--- config.mk ---
export PLATFORM = sky130hd
export DESIGN_NAME = alu_share_arbiter
export DESIGN_NICKNAME = d
export VERILOG_FILES = /design/src/rtl/alu_share_arbiter.sv
export SDC_FILE = /design/constraint.sdc
export NUM_CORES = 1
export LEC_CHECK = 0
export ABC_AREA = 1
export ABC_CLOCK_PERIOD_IN_PS = 1800
export CAP_MARGIN = 20
export CORE_MARGIN = 2
export CORE_UTILIZATION = 35
export DETAILED_ROUTE_END_ITERATION = 12
export GPL_ROUTABILITY_DRIVEN = 0
export MAX_ROUTING_LAYER = met4
export PLACE_DENSITY = 0.64
export SYNTH_ARGS = -nofsm -noshare
export SYNTH_HDL_FRONTEND = slang
export SYNTH_SLANG_ARGS = --single-unit
--- constraint.sdc ---
create_clock -name clk -period 1.8 [get_ports clk]
set_input_delay 0.18 -clock clk [delete_from_list [all_inputs] [get_ports clk]]
set_output_delay 0.18 -clock clk [all_outputs]
set_load 0.05 [all_outputs]
--- src/rtl/alu_share_arbiter.sv ---
// rtl/alu_share_arbiter.sv - round-robin arbiter/sequencer sharing one ALU between two requesters
module alu_share_arbiter #(
  parameter int WIDTH = 4
) (
  input  logic             clk,
  input  logic             rst,
  input  logic             req0,
  input  logic [WIDTH-1:0] a0,
  input  logic [WIDTH-1:0] b0,
  input  logic [1:0]       op0,
  input  logic             req1,
  input  logic [WIDTH-1:0] a1,
  input  logic [WIDTH-1:0] b1,
  input  logic [1:0]       op1,
  input  logic             ack,
  output logic             gnt0,
  output logic             gnt1,
  output logic             sel,
  output logic             busy,
  output logic             result_valid,
  output logic [WIDTH-1:0] result,
  output logic             cout,
  output logic             result_id
);

  typedef enum logic [1:0] {IDLE, LOAD, EXEC, DONE} state_t;

  state_t           state, state_nxt;
  logic             last;
  logic             take, pick;
  logic [WIDTH-1:0] opa, opb;
  logic [1:0]       opc;
  logic [WIDTH:0]   alu_full;

  always_ff @(posedge clk or posedge rst) begin
    if (rst) state <= IDLE;
    else     state <= state_nxt;
  end

  // On a tie the requester that did not own the previous result wins.
  always_comb begin
    state_nxt = state;
    take      = 1'b0;
    pick      = 1'b0;
    case (state)
      IDLE: begin
        if (req0 || req1) begin
          take      = 1'b1;
          pick      = (req0 && req1) ? ~last : req1;
          state_nxt = LOAD;
        end
      end
      LOAD: state_nxt = EXEC;
      EXEC: state_nxt = DONE;
      DONE: if (ack) state_nxt = IDLE;
      default: state_nxt = IDLE;
    endcase
  end

  always_comb begin
    alu_full = '0;
    case (opc)
      2'b00:   alu_full = {1'b0, opa} + {1'b0, opb};
      2'b01:   alu_full = {1'b0, opa} + {1'b0, ~opb} + {{WIDTH{1'b0}}, 1'b1};
      2'b10:   alu_full = {1'b0, opa & opb};
      default: alu_full = {1'b0, opa | opb};
    endcase
  end

  always_ff @(posedge clk or posedge rst) begin
    if (rst) begin
      last         <= 1'b1;
      sel          <= 1'b0;
      gnt0         <= 1'b0;
      gnt1         <= 1'b0;
      busy         <= 1'b0;
      result_valid <= 1'b0;
      result       <= '0;
      cout         <= 1'b0;
      result_id    <= 1'b0;
      opa          <= '0;
      opb          <= '0;
      opc          <= 2'b00;
    end else begin
      gnt0 <= take && !pick;
      gnt1 <= take && pick;
      busy <= (state_nxt != IDLE);
      if (take) sel <= pick;
      if (state == LOAD) begin
        opa <= sel ? a1 : a0;
        opb <= sel ? b1 : b0;
        opc <= sel ? op1 : op0;
      end
      if (state == EXEC) begin
        result       <= alu_full[WIDTH-1:0];
        cout         <= alu_full[WIDTH];
        result_id    <= sel;
        result_valid <= 1'b1;
      end
      if (state == DONE && ack) begin
        result_valid <= 1'b0;
        last         <= result_id;
      end
    end
  end

endmodule
Word level (Yosys, flattened, before mapping):

Cells that the tools add are included.

* $add $sub $neg: 3
* equality and inequality tests: 5
* muxes and demuxes: 14
* bitwise gates (word level): 4
* reductions and logical operators: 10

Operators with widths (number)
* $pmux 5 s3: 1
* $add 4x4->5: 2
* $mux 4: 2
* $pmux 2 s4: 1
* $mux 1: 7
* $eq 2x2->1 const B: 3
* $mux 2: 3
* $add 5x1->5 const B: 1
* $and 4x4->4: 1
* $eq 2x1->1 const B: 2
* $logic_and 1x1->1: 4
* $logic_not 2->1: 2
* $not 4->4: 1
* $or 4x4->4: 1
* $reduce_bool 2->1: 2
* $logic_not 1->1: 1
* $logic_or 1x1->1: 1
* $not 1->1: 1

* register bits: 24
* input port bits: 25
* output and inout bits: 11
* word-level logic and storage cells: 49

Longest topological paths before layout:

* depth after elaboration: 6
* gate-level depth with buffers: 11
* depth with buffers taken out: 11

Worst setup path after synthesis:

OpenSTA, ideal clock, no wires.

* path type: register -> register
* start: register opb[0]
* end: register cout
* setup time: 120 ps
* arrival time: 1392 ps
* data required time: 1680 ps
* slack: 288 ps
* cell stages (with the launch flop): 9
* clock period less this slack: 1512 ps
* cells stage by stage: dfrtp_1 > ha_1 > fa_1 > nand2_1 > nand2_1 > a21oi_1 > nor2_1 > o21ai_1 > nand2_1

* longest elaborated chain between the ends: 4
* elaborated cells on any way between the ends: 5
* classes of those cells: add/sub (3); mux (1); bitwise (1)

Ends and longest elaborated chain
* start, declared: line 31 `logic [WIDTH-1:0] opa, opb;`
* start signal, assigned: line 91 `opb <= sel ? b1 : b0;`
* $not 4->4: line 64 `2'b01: alu_full = {1'b0, opa} + {1'b0, ~opb} + {{WIDTH{1'b0}}, 1'b1};`
* $add 4x4->5: line 64
* $add 5x1->5: line 64
* $pmux 5 s3 (*): line 62 `case (opc)`
* end signal, assigned: line 96 `cout <= alu_full[WIDTH];`
* end, declared: line 22 `output logic cout,`

Every way passes the cells marked *; elsewhere a longest branch is shown, timed or not.
A chain may end at the register's enable or synchronous reset.

Final worst setup path:

Ends and elaborated chain as after synthesis.

==> flow_summary_export.csv <==
group,metric,value,unit
global_routing,grt_max_degree,15,
clocking,cts_tree,"done",
synthesis,synth_area_per_cell,7.966,µm²
pwr,powerDensity,1916,nW/µm²
setup_path,reg2regPathDepth,8,
sta,timing.slew.headroom,65.93,%
detailed_routing,ant_nets,0,
die,start_util,36.11,%
detailed_routing,drt_iter0_markers,35,
sta,setup_violations,0,
detailed_routing,avgRoutedWirePerCell,12.54,µm
setup_path,crit_required,1960,ps
clocking,cts_hold_buf,0,
sta,fmax,0.6059,GHz
worst_hold_path,hold_class,"in2async",
sta,skew,1.830,ps
layout,fin_nets,257,
sta,finalHoldViolCount,0,
clocking,insertion_delay,260,ps
global_routing,grt-ovfl-total,0,
setup_path,start_kind,"flop",
die,core,3971,µm²
die,die_x,68.01,µm
sta,min_period,1650,ps
setup_path,cp_max_fo,3,
clocking,clock_path_buffers,2,
detailed_routing,viasPerCell,4.861,
die,die_area,4625,µm²
detailed_routing,drt-pass1-iter-count,4,
outcome,status,"finished clean",
detailed_routing,finalWirelength,3349,µm
die,pin_count,36,
clocking,clk_pin_slew,80,ps
placed_design,port_buffers,35,
clocking,root_buffer,"clkbuf_8",
setup_path,cp-end-kind,"flop",
global_routing,antenna_found_initial,0,
global_routing,grt_pass1_wl,5782,µm
layout,drive_gt1_share,6.912,%
clocking,cts.sinks,24,
detailed_routing,drc,0,
clocking,htree_levels,1,
synthesis,ys_seq_area_share,41.97,%
layout,antenna_cells,0,
sta,setup_tns,0,ps
run,drv_cap,0,
sta,tightest_slew,509.5,ps
setup_path,r2r-end,"cout",
synthesis,synth-seq-cells,24,
synthesis,syn_inst,180,
synthesis,yosysWarningCount,0,
layout,final_util,47.76,%
setup_path,path_class,"reg2reg",
sta,finalMaxSlewViolations,0,
placed_design,dp_hpwl,2655,µm
detailed_routing,routed-via-count,1298,
setup_path,reg2reg_slack,150,ps
sta,rsz0062_at_grt,"no",
synthesis,syn_nets,219,
pwr,p_leak,0.9186,nW
layout,area_delta_synth_final,32.29,%
sta,min_period_over_period,91.69,%
clocking,post_cts_buffers,0,
setup_path,reg2reg_from,"opb[0]",
synthesis,ys_types,22,
pwr,peakVddDrop,0.9166,mV
global_routing,track_usage,16.92,%
clocking,numCtsBuffers,3,
die,die_h,68.01,µm
clocking,cts-resized-gates,0,
synthesis,syn_area,1434,µm²
global_routing,grt_pass1_vias,1297,
die,row_count,23,
setup_path,arrival,1810,ps
==> power by group <==
part	switching, mW	internal (mW)
Combinational	1.41	0.811
Sequential	0.245	0.804
Clock	0.171	0.195
Total	1.82	1.81
==> kinds of logic after synthesis <==
group	Yosys count	share of synthesized area, %
compound gates	39	15.44
fa+ha+maj	14	13.26
buf+inv	36	9.860
flops	24	41.97
simple gates	67	19.46
==> Yosys cell counts <==
cell type | n | share of area, %
nand3_1 | 14 | 4.9
nor2_1 | 19 | 5.0
o22ai_1 | 10 | 4.4
dfrtp_1 | 23 | 40
buf_4 | 1 | 0.52
dfstp_2 | 1 | 1.8
nor2_2 | 1 | 0.44
o211ai_1 | 1 | 0.52
inv_2 | 3 | 0.79
nand2_1 | 32 | 8.4
o2111ai_1 | 1 | 0.61
buf_2 | 1 | 0.35
o21ai_0 | 17 | 5.9
o21ai_1 | 1 | 0.35
clkbuf_1 | 2 | 0.52
a21oi_1 | 8 | 2.8
a211oi_2 | 1 | 0.87
fa_1 | 2 | 2.8
inv_1 | 28 | 7.3
nor2_4 | 1 | 0.79
ha_1 | 12 | 10
clkbuf_2 | 1 | 0.35
==> worst max-delay path by stage <==
stage / from / end / slack [ps] / depth (start not counted)
after floorplan: opb[0] / cout / 290 / 8
after global placement: opb[0] / cout / 220 / 8
after detailed placement: opb[0] / cout / 180 / 8
after CTS: result[1] / result[1] / 140 / 1
after global routing: opb[0] / cout / 2 / 8
final: opb[0] / cout / 150 / 8
==> placed cells by master (no fill, tap or decap), types with 2 or more instances in the layout <==
master,netlist,routed
clkdlybuf4s50_1,0,34
nand2_1,32,32
inv_1,28,28
dfrtp_1,23,23
nor2_1,19,19
o21ai_0,17,17
nand3_1,14,14
ha_1,12,12
o22ai_1,10,10
a21oi_1,8,8
clkbuf_8,0,4
buf_4,1,4
inv_2,3,3
fa_1,2,2
==> metrics by stage <==
| stage | cell area [µm²] | power [mW] | std cells | hold WS, ps | setup WS, ps |
|---|---|---|---|---|---|
| after detailed placement | 1842 | 3.279 | 263 | 481.9 | 182.9 |
| after floorplan | 1434 | 2.652 | 180 | 193.9 | 288.0 |
| final | 1897 | 3.635 | 267 | 194.3 | 149.5 |
| after global placement | 1842 | 3.280 | 263 | 477.7 | 215.9 |
| after CTS | 1897 | 3.666 | 267 | 204.5 | 137.1 |
| after global routing | 1897 | 4.008 | 267 | 234.2 | 2.254 |
==> layout make-up <==
type / instances / area [µm²]
fill: 393 / 2074
multi-input combinational: 120 / 690.7
sequential: 24 / 601.8
timing repair buffer: 38 / 370.4
inverter: 31 / 116.4
tap: 50 / 62.56
clock buffer: 4 / 55.05
==> critical path, cell delays in order, from the launching register on <==
cell     delay [ps]
dfrtp_1         410
ha_1            230
fa_1            390
nand2_1          90
nand2_1          50
a21oi_1         120
nor2_1           50
o21ai_1         130
nand2_1          60
==> routing by layer <==
| metal | vias up | global-route usage [%] | part of all wire [%] |
|---|---|---|---|
| li1 | 654 | - | - |
| met1 | 607 | 21.50 | 46 |
| met2 | 33 | 28.28 | 49 |
| met3 | 4 | 2.632 | 4.1 |
| met4 | 0 | 4.250 | 0.66 |
| met5 | - | - | 0 |
==> sequential cells by signal (all words and copies together), names as in the netlist, 2 cells and up <==
signal / flops
opa: 4
result: 4
state: 2
opb: 4
opc: 2
Note: power is estimated with default switching activity, not from simulation.
